$ cat config.mk
export PLATFORM = sky130hd
export DESIGN_NAME = key_entry_sequencer_flat
export DESIGN_NICKNAME = d
export VERILOG_FILES = /design/src/rtl/key_entry_if.sv /design/src/rtl/key_entry_sequencer.sv /design/src/flat_wrapper.sv
export SDC_FILE = /design/constraint.sdc
export NUM_CORES = 1
export LEC_CHECK = 0
export BUFFER_PORTS_ARGS = -buffer_cell sky130_fd_sc_hd__buf_2
export CELL_PAD_IN_SITES_DETAIL_PLACEMENT = 1
export CELL_PAD_IN_SITES_GLOBAL_PLACEMENT = 1
export CORE_AREA = 2 2 210 212
export CTS_CLUSTER_DIAMETER = 120
export DETAILED_ROUTE_END_ITERATION = 6
export DIE_AREA = 0 0 212 214
export PLACE_DENSITY = 0.5
export SYNTH_ARGS = -nofsm -noshare
export SYNTH_HDL_FRONTEND = slang
export SYNTH_SLANG_ARGS = --single-unit
$ cat constraint.sdc
create_clock -name clk -period 3.51 [get_ports clk]
set_input_delay 0 -clock clk [delete_from_list [all_inputs] [get_ports clk]]
set_output_delay 0 -clock clk [all_outputs]
set_load 0.02 [all_outputs]
$ cat src/rtl/key_entry_if.sv
// Keyboard-decoder to calculator-datapath bundle for the key entry sequencer.
interface key_entry_if;
    logic [8:0]   last_change;
    logic [511:0] key_down;
    logic         key_valid;
    logic [3:0]   left_tens;
    logic [3:0]   left_ones;
    logic [3:0]   right_tens;
    logic [3:0]   right_ones;
    logic [1:0]   op;
    logic [2:0]   phase;
    logic         result_valid;
    logic         key_err;

    modport master (
        output last_change, key_down, key_valid,
        input  left_tens, left_ones, right_tens, right_ones, op, phase, result_valid, key_err
    );

    modport slave (
        input  last_change, key_down, key_valid,
        output left_tens, left_ones, right_tens, right_ones, op, phase, result_valid, key_err
    );
endinterface

$ cat src/rtl/key_entry_sequencer.sv
// Turns PS/2 make events into a two-digit operand / operator / operand / Enter sequence.
// Optional Backspace step-back is enabled by defining KEY_ENTRY_BACKSPACE_EN.
module key_entry_sequencer #(
    parameter int unsigned TIMEOUT_CYCLES = 32'd0
) (
    input  logic        clk,
    input  logic        rst,
    key_entry_if.slave  bus
);
    localparam int CW = (TIMEOUT_CYCLES > 32'd0) ? $clog2(TIMEOUT_CYCLES + 32'd1) : 1;

    typedef enum logic [2:0] {
        S_L1 = 3'd0, S_L2 = 3'd1, S_OP = 3'd2, S_R1 = 3'd3,
        S_R2 = 3'd4, S_EQ = 3'd5, S_SHOW = 3'd6, S_UNUSED = 3'd7
    } state_t;

    state_t        state_r, state_n;
    logic [3:0]    left_tens_r, left_ones_r, right_tens_r, right_ones_r;
    logic [3:0]    left_tens_n, left_ones_n, right_tens_n, right_ones_n;
    logic [1:0]    op_r, op_n;
    logic          result_valid_r, key_err_r, key_err_n, key_valid_d_r;
    logic [CW-1:0] idle_cnt_r;
    logic          evt_s, timeout_s, clear_s;
    logic          digit_ok_s, op_ok_s, enter_s, esc_s;
    logic [3:0]    digit_s;
    logic [1:0]    op_code_s;
`ifdef KEY_ENTRY_BACKSPACE_EN
    logic          bksp_s;
`endif

    // Rising edge of the decoder strobe while the key is held down: breaks and repeats are filtered.
    assign evt_s = bus.key_valid & ~key_valid_d_r & bus.key_down[bus.last_change];
    assign timeout_s = (TIMEOUT_CYCLES != 32'd0) && !evt_s && (state_r != S_L1) &&
                       (idle_cnt_r == CW'(TIMEOUT_CYCLES - 32'd1));

    // Key class decode from the latest scan code.
    always_comb begin
        digit_ok_s = 1'b0;
        digit_s    = 4'd0;
        op_ok_s    = 1'b0;
        op_code_s  = 2'b11;
        enter_s    = 1'b0;
        esc_s      = 1'b0;
`ifdef KEY_ENTRY_BACKSPACE_EN
        bksp_s     = 1'b0;
`endif
        case (bus.last_change)
            9'h045, 9'h070: begin digit_ok_s = 1'b1; digit_s = 4'd0; end
            9'h016, 9'h069: begin digit_ok_s = 1'b1; digit_s = 4'd1; end
            9'h01E, 9'h072: begin digit_ok_s = 1'b1; digit_s = 4'd2; end
            9'h026, 9'h07A: begin digit_ok_s = 1'b1; digit_s = 4'd3; end
            9'h025, 9'h06B: begin digit_ok_s = 1'b1; digit_s = 4'd4; end
            9'h02E, 9'h073: begin digit_ok_s = 1'b1; digit_s = 4'd5; end
            9'h036, 9'h074: begin digit_ok_s = 1'b1; digit_s = 4'd6; end
            9'h03D, 9'h06C: begin digit_ok_s = 1'b1; digit_s = 4'd7; end
            9'h03E, 9'h075: begin digit_ok_s = 1'b1; digit_s = 4'd8; end
            9'h046, 9'h07D: begin digit_ok_s = 1'b1; digit_s = 4'd9; end
            9'h079:         begin op_ok_s = 1'b1; op_code_s = 2'b00; end
            9'h07B:         begin op_ok_s = 1'b1; op_code_s = 2'b01; end
            9'h07C:         begin op_ok_s = 1'b1; op_code_s = 2'b10; end
            9'h05A, 9'h15A: enter_s = 1'b1;
            9'h076:         esc_s = 1'b1;
`ifdef KEY_ENTRY_BACKSPACE_EN
            9'h066:         bksp_s = 1'b1;
`endif
            default:        digit_ok_s = 1'b0;
        endcase
    end

    // Next-state and field update; Esc, timeout and an illegal state code all funnel into clear_s.
    always_comb begin
        state_n      = state_r;
        left_tens_n  = left_tens_r;
        left_ones_n  = left_ones_r;
        right_tens_n = right_tens_r;
        right_ones_n = right_ones_r;
        op_n         = op_r;
        key_err_n    = 1'b0;
        clear_s      = 1'b0;
        if (evt_s && esc_s) begin
            clear_s = 1'b1;
`ifdef KEY_ENTRY_BACKSPACE_EN
        end else if (evt_s && bksp_s) begin
            case (state_r)
                S_L1:    key_err_n = 1'b1;
                S_L2:    begin left_tens_n  = 4'd0;  state_n = S_L1; end
                S_OP:    begin left_ones_n  = 4'd0;  state_n = S_L2; end
                S_R1:    begin op_n         = 2'b11; state_n = S_OP; end
                S_R2:    begin right_tens_n = 4'd0;  state_n = S_R1; end
                S_EQ:    begin right_ones_n = 4'd0;  state_n = S_R2; end
                S_SHOW:  state_n = S_EQ;
                default: clear_s = 1'b1;
            endcase
`endif
        end else if (evt_s) begin
            case (state_r)
                S_L1: if (digit_ok_s) begin left_tens_n = digit_s; state_n = S_L2; end
                      else key_err_n = 1'b1;
                S_L2: if (digit_ok_s) begin left_ones_n = digit_s; state_n = S_OP; end
                      else key_err_n = 1'b1;
                S_OP: if (op_ok_s) begin op_n = op_code_s; state_n = S_R1; end
                      else key_err_n = 1'b1;
                S_R1: if (digit_ok_s) begin right_tens_n = digit_s; state_n = S_R2; end
                      else key_err_n = 1'b1;
                S_R2: if (digit_ok_s) begin right_ones_n = digit_s; state_n = S_EQ; end
                      else key_err_n = 1'b1;
                S_EQ: if (enter_s) state_n = S_SHOW;
                      else key_err_n = 1'b1;
                S_SHOW: if (digit_ok_s) begin
                            left_tens_n  = digit_s; left_ones_n  = 4'd0;
                            right_tens_n = 4'd0;    right_ones_n = 4'd0;
                            op_n = 2'b11; state_n = S_L2;
                        end else if (op_ok_s) begin
                            op_n = op_code_s; right_tens_n = 4'd0; right_ones_n = 4'd0;
                            state_n = S_R1;
                        end else key_err_n = 1'b1;
                default: clear_s = 1'b1;
            endcase
        end else if (timeout_s || state_r == S_UNUSED) begin
            clear_s = 1'b1;
        end else begin
            state_n = state_r;
        end

        if (clear_s) begin
            state_n      = S_L1;
            left_tens_n  = 4'd0;
            left_ones_n  = 4'd0;
            right_tens_n = 4'd0;
            right_ones_n = 4'd0;
            op_n         = 2'b11;
        end else begin
            op_n = op_n;
        end
    end

    // State, field, strobe-history and idle counter registers.
    always_ff @(posedge clk or negedge rst) begin
        if (!rst) begin
            state_r        <= S_L1;
            left_tens_r    <= 4'd0;
            left_ones_r    <= 4'd0;
            right_tens_r   <= 4'd0;
            right_ones_r   <= 4'd0;
            op_r           <= 2'b11;
            result_valid_r <= 1'b0;
            key_err_r      <= 1'b0;
            key_valid_d_r  <= 1'b0;
            idle_cnt_r     <= '0;
        end else begin
            state_r        <= state_n;
            left_tens_r    <= left_tens_n;
            left_ones_r    <= left_ones_n;
            right_tens_r   <= right_tens_n;
            right_ones_r   <= right_ones_n;
            op_r           <= op_n;
            result_valid_r <= (state_n == S_SHOW);
            key_err_r      <= key_err_n;
            key_valid_d_r  <= bus.key_valid;
            if (evt_s || timeout_s) begin
                idle_cnt_r <= '0;
            end else if (idle_cnt_r != CW'(TIMEOUT_CYCLES)) begin
                idle_cnt_r <= idle_cnt_r + CW'(1);
            end else begin
                idle_cnt_r <= idle_cnt_r;
            end
        end
    end

    assign bus.left_tens    = left_tens_r;
    assign bus.left_ones    = left_ones_r;
    assign bus.right_tens   = right_tens_r;
    assign bus.right_ones   = right_ones_r;
    assign bus.op           = op_r;
    assign bus.phase        = state_r;
    assign bus.result_valid = result_valid_r;
    assign bus.key_err      = key_err_r;
endmodule

$ cat src/flat_wrapper.sv
// flat-port wrapper written by rule: the top's interface ports become plain ports
module key_entry_sequencer_flat 
#(
    parameter int unsigned TIMEOUT_CYCLES = 32'd0
)
  (clk, rst, bus_last_change, bus_key_down, bus_key_valid, bus_left_tens, bus_left_ones, bus_right_tens, bus_right_ones, bus_op, bus_phase, bus_result_valid, bus_key_err);
  key_entry_if bus_i ();
  input  logic clk;
  input  logic rst;
  input wire logic [$bits(bus_i.last_change)-1:0] bus_last_change;
  input wire logic [$bits(bus_i.key_down)-1:0] bus_key_down;
  input wire logic [$bits(bus_i.key_valid)-1:0] bus_key_valid;
  output wire logic [$bits(bus_i.left_tens)-1:0] bus_left_tens;
  output wire logic [$bits(bus_i.left_ones)-1:0] bus_left_ones;
  output wire logic [$bits(bus_i.right_tens)-1:0] bus_right_tens;
  output wire logic [$bits(bus_i.right_ones)-1:0] bus_right_ones;
  output wire logic [$bits(bus_i.op)-1:0] bus_op;
  output wire logic [$bits(bus_i.phase)-1:0] bus_phase;
  output wire logic [$bits(bus_i.result_valid)-1:0] bus_result_valid;
  output wire logic [$bits(bus_i.key_err)-1:0] bus_key_err;
  assign bus_i.last_change = bus_last_change;
  assign bus_i.key_down = bus_key_down;
  assign bus_i.key_valid = bus_key_valid;
  assign bus_left_tens = bus_i.left_tens;
  assign bus_left_ones = bus_i.left_ones;
  assign bus_right_tens = bus_i.right_tens;
  assign bus_right_ones = bus_i.right_ones;
  assign bus_op = bus_i.op;
  assign bus_phase = bus_i.phase;
  assign bus_result_valid = bus_i.result_valid;
  assign bus_key_err = bus_i.key_err;
  key_entry_sequencer #(.TIMEOUT_CYCLES(TIMEOUT_CYCLES)) u_core (.clk(clk), .rst(rst), .bus(bus_i));
endmodule
# Word-level counts from Yosys, hierarchy flattened
# Index checks and enable logic that the tools add are counted.
[classes] eq_ne=40 reduce_logical=29 order_cmp=1 bitwise=3 muxes=56
[op_table] cell="$eq 9x7->1 const B" count=17
[op_table] cell="$mux 4" count=17
[op_table] cell="$eq 9x6->1 const B" count=6
[op_table] cell="$pmux 4 s9" count=1
[op_table] cell="$mux 3" count=10
[op_table] cell="$pmux 4 s2" count=3
[op_table] cell="$reduce_or 2->1" count=11
[op_table] cell="$pmux 3 s7" count=1
[op_table] cell="$reduce_or 20->1" count=1
[op_table] cell="$eq 9x5->1 const B" count=2
[op_table] cell="$eq 3x3->1 const B" count=5
[op_table] cell="$mux 1" count=15
[op_table] cell="$reduce_and 5->1" count=3
[op_table] cell="$ne 3x1->1 const B" count=4
[op_table] cell="$reduce_bool 3->1" count=4
[op_table] cell="$lt 9x10->1 const B" count=1
[op_table] cell="$mux 2" count=5
[op_table] cell="$bmux 1 s9" count=1
[op_table] cell="$eq 9x9->1 const B" count=1
[op_table] cell="$reduce_or 7->1" count=1
[op_table] cell="$eq 3x2->1 const B" count=2
[op_table] cell="$pmux 2 s3" count=1
[op_table] cell="$reduce_bool 2->1" count=3
[op_table] cell="$ne 4x1->1 const B" count=1
[op_table] cell="other kinds (12)" count=13
[totals] in_bits=524 output_inout_bits=23 reg_bits=24

# Depth between registers and ports, before layout
# Gate-level depths: netlist of run 1.
[depth] word_depth=10 ltp_mapped=15

# Worst setup path after synthesis of run 1
# No wires, ideal clock.
[synth_path] path_kind="input port to flip-flop" startpoint="input port bus_last_change[1]" endpoint="register u_core.left_ones_r[0] (netlist: u_core.bus.left_ones[0])" cell_stages=13 setup_ps=125 t_arrival_ps=2481 setup_slack_ps=904 path_cell_list="buf_4 buf_12 buf_12 buf_12 buf_12 mux2i_1 nand2_1 a31oi_1 a221oi_2 o221ai_2 a2111o_2 a22oi_4 mux2_4"
[synth_between] elab_chain_len=8
[synth_lines] item="start, declared" line="flat_wrapper.sv:10" source="input wire logic [$bits(bus_i.last_change)-1:0] bus_last_change;"
[synth_lines] item="parallel branches: the longest is 8 deep, another holds $bmux 1 s9"
[synth_lines] item="end signal, assigned" line="key_entry_sequencer.sv:153" source="left_ones_r <= left_ones_n;"
[synth_lines] item="end, declared" line="key_entry_sequencer.sv:18" source="logic [3:0] left_tens_r, left_ones_r, right_tens_r, right_ones_r;"
# Several ways; the timed one is not identified. The select of a mux whose other input is x is not followed.
# A chain may end at the register's enable or synchronous reset.

# Worst setup path after layout of run 1
[layout_path] startpoint="input port bus_last_change[1]" endpoint="register u_core.key_err_r (netlist: u_core.bus.key_err)"
[layout_between] elab_chain_len=8
[layout_lines] item="parallel branches: the longest is 7 deep, another holds $bmux 1 s9"
[layout_lines] item="$mux 1 (*)" line="key_entry_sequencer.sv:80" source="if (evt_s && esc_s) begin"
[layout_lines] item="via u_core.key_err_n" line="key_entry_sequencer.sv:21" source="logic result_valid_r, key_err_r, key_err_n, key_valid_d_r;"
[layout_lines] item="end signal, assigned" line="key_entry_sequencer.sv:158" source="key_err_r <= key_err_n;"
[layout_lines] item="end, declared" line="key_entry_sequencer.sv:21"
# Mark *: on every way through the listed nets, which the timed path passes. The select of a mux whose other input is x is not followed.

==> results of run 1 <==
[Yosys cell counts, types with 8 or more instances]
cell	count	area (um2)
mux2i_1	63	630.6
buf_4	8	60.06
nand2b_1	13	81.33
nand3_1	17	85.08
mux4_2	95	2140
buf_12	9	180.2
a22oi_1	30	225.2
a32o_1	9	90.09
a31oi_1	10	62.56
nor2_1	20	75.07
mux4_1	13	341.6
clkbuf_1	13	48.80
a21oi_1	24	120.1
dfrtp_1	22	550.5
nand2_1	42	157.7
buf_2	18	90.09
inv_1	12	45.04
nor4_1	10	62.56
nor2b_1	9	56.30
[final cells by class]
class	instances	area [um2]
timing repair buffer	593	3196
antenna	6	15.01
inverter	13	50.05
clock inverter	1	30.03
tap	585	732.0
fill	5140	33060
clock buffer	3	75.07
sequential	24	603.1
multi-input combinational	474	5126
[flip-flops by register name, summed over array words and instances (netlist names)]
signal                   cells
u_core.bus.left_ones         4
u_core.bus.left_tens         4
u_core.bus.right_ones        4
u_core.bus.right_tens        4
u_core.bus.phase             3
u_core.bus.op                2
u_core.bus.key_err           1
u_core.bus.result_valid      1
u_core.key_valid_d_r         1
[cells by family after synthesis]
family | Yosys count
simple gates | 157
flops | 24
mux | 179
compound gates | 138
buf+inv | 74
[final timing paths]
check,to,startpoint,slack (ns),cells after the start
max in group asynchronous,u_core.bus.right_tens[3]$_DFFE_PN0P_,rst,2.84,2
min in group clk,u_core.bus.right_tens[3]$_DFFE_PN0P_,u_core.bus.right_tens[3]$_DFFE_PN0P_,0.48,1
hold / removal,u_core.bus.left_ones[1]$_DFFE_PN0P_,rst,0.28,2
setup / recovery,u_core.bus.key_err$_DFF_PN0_,bus_last_change[1],0.24,10
setup reg to reg,u_core.bus.left_ones[0]$_DFFE_PN0P_,u_core.bus.phase[1]$_DFF_PN0_,1.39,7
hold reg to reg,u_core.bus.right_tens[3]$_DFFE_PN0P_,u_core.bus.right_tens[3]$_DFFE_PN0P_,0.48,1
[layout by cell type (no fill, tap or decap), drive strengths merged, types with 5 or more instances in the layout]
cell / n
nor4: 10
diode: 6
nand2b: 13
and3: 5
o22ai: 6
mux2: 8
nand2: 42
nor2: 20
inv: 12
buf: 590
a32o: 9
a211oi: 8
nand4: 5
o21ai: 8
nand3b: 5
nor3: 7
a22oi: 31
nand3: 17
dfrtp: 22
a31oi: 10
mux4: 108
mux2i: 63
a21oi: 24
nor2b: 9
[what timing repair did]
action / CTS / global route
hold buffers: 2 / 0
hold endpoints to repair: 23 / 0
setup endpoints to repair: 0 / 0
[where the power goes]
part | switching [W] | internal (W)
clock | 0.000101 | 0.000227
combinational | 0.000551 | 0.000590
sequential | 0.0000274 | 0.000292
[metrics by stage]
stage / cell area (um2) / cells / power [W] / TNS [ns]
after global routing: 9817 / 1695 / 0.001908 / 0
after CTS: 9812 / 1693 / 0.001827 / 0
after global placement: 9687 / 1687 / 0.001482 / -0.4571
final: 9827 / 1699 / 0.001788 / 0
after detailed placement: 9687 / 1687 / 0.001489 / -0.1249
after floorplan: 6312 / 572 / 0.0009336 / 0
[per-layer routing]
layer | vias up | routed length, um | share of wire, %
met5 | - | 86 | 0.20
met4 | 12 | 442 | 1.1
li1 | 3515 | - | -
met1 | 3829 | 17890 | 43
met3 | 30 | 2733 | 6.5
met2 | 355 | 20850 | 50
==> results_dict.tcl, run 1 <==
set metrics [dict create \
    status "finished clean" \
    rows 76 \
    die_w_um 212 \
    clock_skew_ns 0.005233 \
    path_clk_slew_ns 0.07 \
    async_flop_share_pct 100.0 \
    drive_above_1_share_pct 64.80 \
    required_ns 3.71 \
    max_slew_margin_pct 40.77 \
    critPathKind "primary input to register" \
    clk_path_buf_depth 2 \
    syn_inst 572 \
    synth-simple-area-share_pct 13.34 \
    hold_class "primary input to asynchronous set/reset pin" \
    cts_max_level 1 \
    use_met2_pct 31.66 \
    crit_slowest_cell "o311ai_0" \
    met3_usage_pct 3.035 \
    dpl.hpwl_um 37070 \
    first_iter_violations 295 \
    die-area_um2 45370 \
    cellPowerDensity_nw_per_um2 182.0 \
    cp-start-kind "primary input" \
    grt_overflow 0 \
    synth_edf_count 0 \
    setup_ws_ns 0.2442 \
    grt_setup_unrepaired "false" \
    slowest_delay_ns 0.58 \
    post_cts_buffers 0 \
    die_y_um 214 \
    slew_violations 0 \
    cp_top_family "compound AO/OA/AOI/OAI gates" \
    synth_compound_area_share_pct 16.83 \
    grt_max_degree 56 \
    yosysWarnings 0 \
    setup_violations 0 \
    post-route-min-period_ns 3.266 \
    via_per_inst 4.556 \
    clkLatencyLatePin_ns 0.26 \
    max_cap_violations 0 \
    ant_nets 0 \
    synthAdderAreaFrac_pct 0 \
    clock_sink_count 24 \
    grt_use_met1_pct 22.56 \
    crit_buf_inv 3 \
    firstDrtPassIters 4 \
    coreArea_um2 42890 \
    hold_violations 0 \
    io_pins 547 \
    worst_pin_slew_ns 0.8851 \
    initial_utilization_pct 14.72 \
    cts_buffers 3 \
    synthMuxAreaShare_pct 50.96 \
    seq_area_frac_synth_pct 9.554 \
    drt-total-wl_um 42000 \
    crit_path_max_fanout 55 \
    critical_path_arrival_ns 3.47 \
    nNetsFinal 1633 \
    netlist_area_um2 6312 \
    yosysUniqueCellTypes 76 \
    busiest_layer "met2" \
    vias 7741 \
    synth_top_family_by_area "multiplexers" \
    cts_resized 0 \
    area_growth_pct 55.68 \
    grt_pass1_vias 8641 \
    grt_pass1_wl_um 58830 \
    drc 0 \
    holdWs_ns 0.2766 \
    post-route-period-util_pct 93.04 \
    synth_fp_nets 1096 \
    antenna_found_initial 14 \
    worstPathCellList "clkbuf_8 -> buf_12 -> mux2i_1 -> a22oi_1 -> a21oi_1 -> o311ai_0 -> a311oi_1 -> a2111o_2 -> a2111oi_0 -> buf_4" \
    dpl_worst_slack_ns -0.1249 \
    synth_xor_area_share_pct 0 \
    numPortBuffers 546 \
    syn_avg_cell_area_um2 11.04 \
    ir_worst_vdd_v 0.0001268 \
    fmax_mhz 306.2 \
    gp_congestion 0.8690 \
    wl_per_cell_um 24.72 \
    ys_seq_elements 24 \
    fin_util_pct 22.91 \
    cp-end-kind "register" \
    synth_ff_type "dfrtp_1" \
    track_usage_pct 17.68 \
    cts_root_buf "clkbuf_16" \
    cts_tree "built" \
    p_leak_nw 4.595 \
]
No activity file was read; power rests on OpenSTA's default activity.
==> run 2, diff against run 1 <==
Settings changed: GPL_TIMING_DRIVEN from default to 0.
==> results_dict.tcl, run 2 (same netlist as run 1, synthesis figures left out) <==
set metrics [dict create \
    cts_buffers 3 \
    numPortBuffers 542 \
    path_clk_slew_ns 0.06 \
    wl_per_cell_um 27.92 \
    p_leak_nw 4.623 \
    drive_above_1_share_pct 64.46 \
    cellPowerDensity_nw_per_um2 182.1 \
    initial_utilization_pct 14.72 \
    status "finished clean" \
    critPathKind "primary input to register" \
    cts_root_buf "clkbuf_16" \
    timing.rr.end "u_core.bus.right_tens[2]$_DFFE_PN0P_" \
    first_iter_violations 362 \
    crit_path_max_fanout 10 \
    r2r_slack_ns 1.42 \
    post-route-period-util_pct 94.53 \
    post_cts_buffers 0 \
    io_pins 547 \
    fmax_mhz 301.4 \
    die_w_um 212 \
    post-route-min-period_ns 3.318 \
    cts_tree "built" \
    vias 8082 \
    drt-total-wl_um 47670 \
    dpl.hpwl_um 41480 \
    total_power_w 0.001802 \
    area_growth_pct 56.77 \
    hold_class "primary input to asynchronous set/reset pin" \
    required_ns 3.66 \
    slew_violations 0 \
    grt_max_degree 25 \
    most-common-layout-cells "557 x buf_2, 95 x mux4_2, 63 x mux2i_1, 42 x nand2_1, 30 x a22oi_1" \
    max_cap_violations 0 \
    ir_worst_vdd_v 0.0001578 \
    reg2reg_depth 6 \
    cp-start-kind "primary input" \
    grt_pass1_vias 8981 \
    grt_setup_unrepaired "false" \
    setup_violations 0 \
    cp_top_family "compound AO/OA/AOI/OAI gates" \
    max_slew_margin_pct 45.04 \
    die-area_um2 45370 \
    grt_pass1_wl_um 64890 \
    drc 0 \
    clk_path_buf_depth 2 \
    hold_violations 0 \
    firstDrtPassIters 5 \
    antenna_found_initial 15 \
    worstReg2RegStart "u_core.bus.phase[0]$_DFF_PN0_" \
    coreArea_um2 42890 \
    critical_path_arrival_ns 3.46 \
    fill_cells 5166 \
    clkLatencyLatePin_ns 0.26 \
    clock_skew_ns 0.004142 \
    crit_slowest_cell "a2111oi_2" \
    clock_sink_count 24 \
    via_per_inst 4.735 \
    rows 76 \
    ant_nets 0 \
    track_usage_pct 20.21 \
    holdWs_ns 0.2679 \
    crit_buf_inv 5 \
    worst_pin_slew_ns 0.8015 \
    slowest_delay_ns 0.60 \
    die_y_um 214 \
    layout_commonest_cell "buf_2" \
    cts_max_level 1 \
    gp_congestion 0.8659 \
    worstPathCellList "buf_2 -> buf_2 -> buf_2 -> nor2_1 -> clkbuf_1 -> nand2_1 -> a31oi_1 -> a221oi_2 -> o221ai_2 -> a2111oi_2 -> buf_2 -> o22ai_2 -> a32o_1" \
    crit_path_frequent_cell "buf_2" \
    grt_overflow 0 \
    nNetsFinal 1645 \
    cp-end-kind "register" \
    startpoint "bus_last_change[3]" \
]
-- run 2: worst max-delay path by stage --
stage,cells past startpoint,endpoint
6_report,13,u_core.bus.right_ones[1]$_DFFE_PN0P_
5_1_grt,13,u_core.bus.right_ones[3]$_DFFE_PN0P_
4_1_cts,12,u_core.bus.right_ones[1]$_DFFE_PN0P_
3_5_place_dp,12,u_core.bus.right_ones[1]$_DFFE_PN0P_
3_3_place_gp,12,u_core.bus.right_ones[1]$_DFFE_PN0P_
2_1_floorplan,13,u_core.bus.left_ones[0]$_DFFE_PN0P_
-- run 2: per-stage QoR --
step | cell area [um2] | std cells | TNS, ns | util, % | worst slack, ns
finish | 9896 | 1707 | 0 | 23.07 | 0.1919
global placement | 9757 | 1699 | -10.63 | 22.75 | -0.6233
floorplan | 6312 | 572 | 0 | - | 0.9037
detailed placement | 9757 | 1699 | -10.80 | 22.75 | -0.6319
global route | 9896 | 1707 | 0 | 23.07 | 0.003701
CTS | 9874 | 1705 | 0 | 23.02 | 0.03033
-- run 2: what timing repair did --
action | in CTS | in global routing
gates resized for setup | 3 | 11
hold buffers | 2 | 0
setup endpoints to repair | 22 | 21
pin swaps | 0 | 1
hold endpoints to repair | 23 | 0
gates cloned | 0 | 0
-- run 2: per-layer routing --
layer	GRT usage, %	up-vias	routed length (um)
met5	0	-	124
met4	4.085	18	1022
met3	5.542	78	4023
met2	36.26	451	23570
met1	23.89	3990	18930
li1	-	3545	-
-- run 2: final cells by class --
| cell class | instances | area, um2 | area share (%) |
|---|---|---|---|
| clock buffer | 4 | 88.84 | 0.8977 |
| antenna | 2 | 5.005 | 0.05058 |
| buffer | 61 | 549.3 | 5.551 |
| timing repair buffer | 544 | 2733 | 27.61 |
| sequential | 24 | 603.1 | 6.094 |
| tap | 585 | 732.0 | 7.397 |
| inverter | 13 | 50.05 | 0.5058 |
| multi-input combinational | 474 | 5135 | 51.89 |
-- run 2: where the power goes --
| part | switching [W] | internal [W] | total, W |
|---|---|---|---|
| logic | 0.000620 | 0.000598 | 0.00122 |
| clock network | 0.000101 | 0.000174 | 0.000276 |
| registers | 0.0000175 | 0.000292 | 0.000309 |
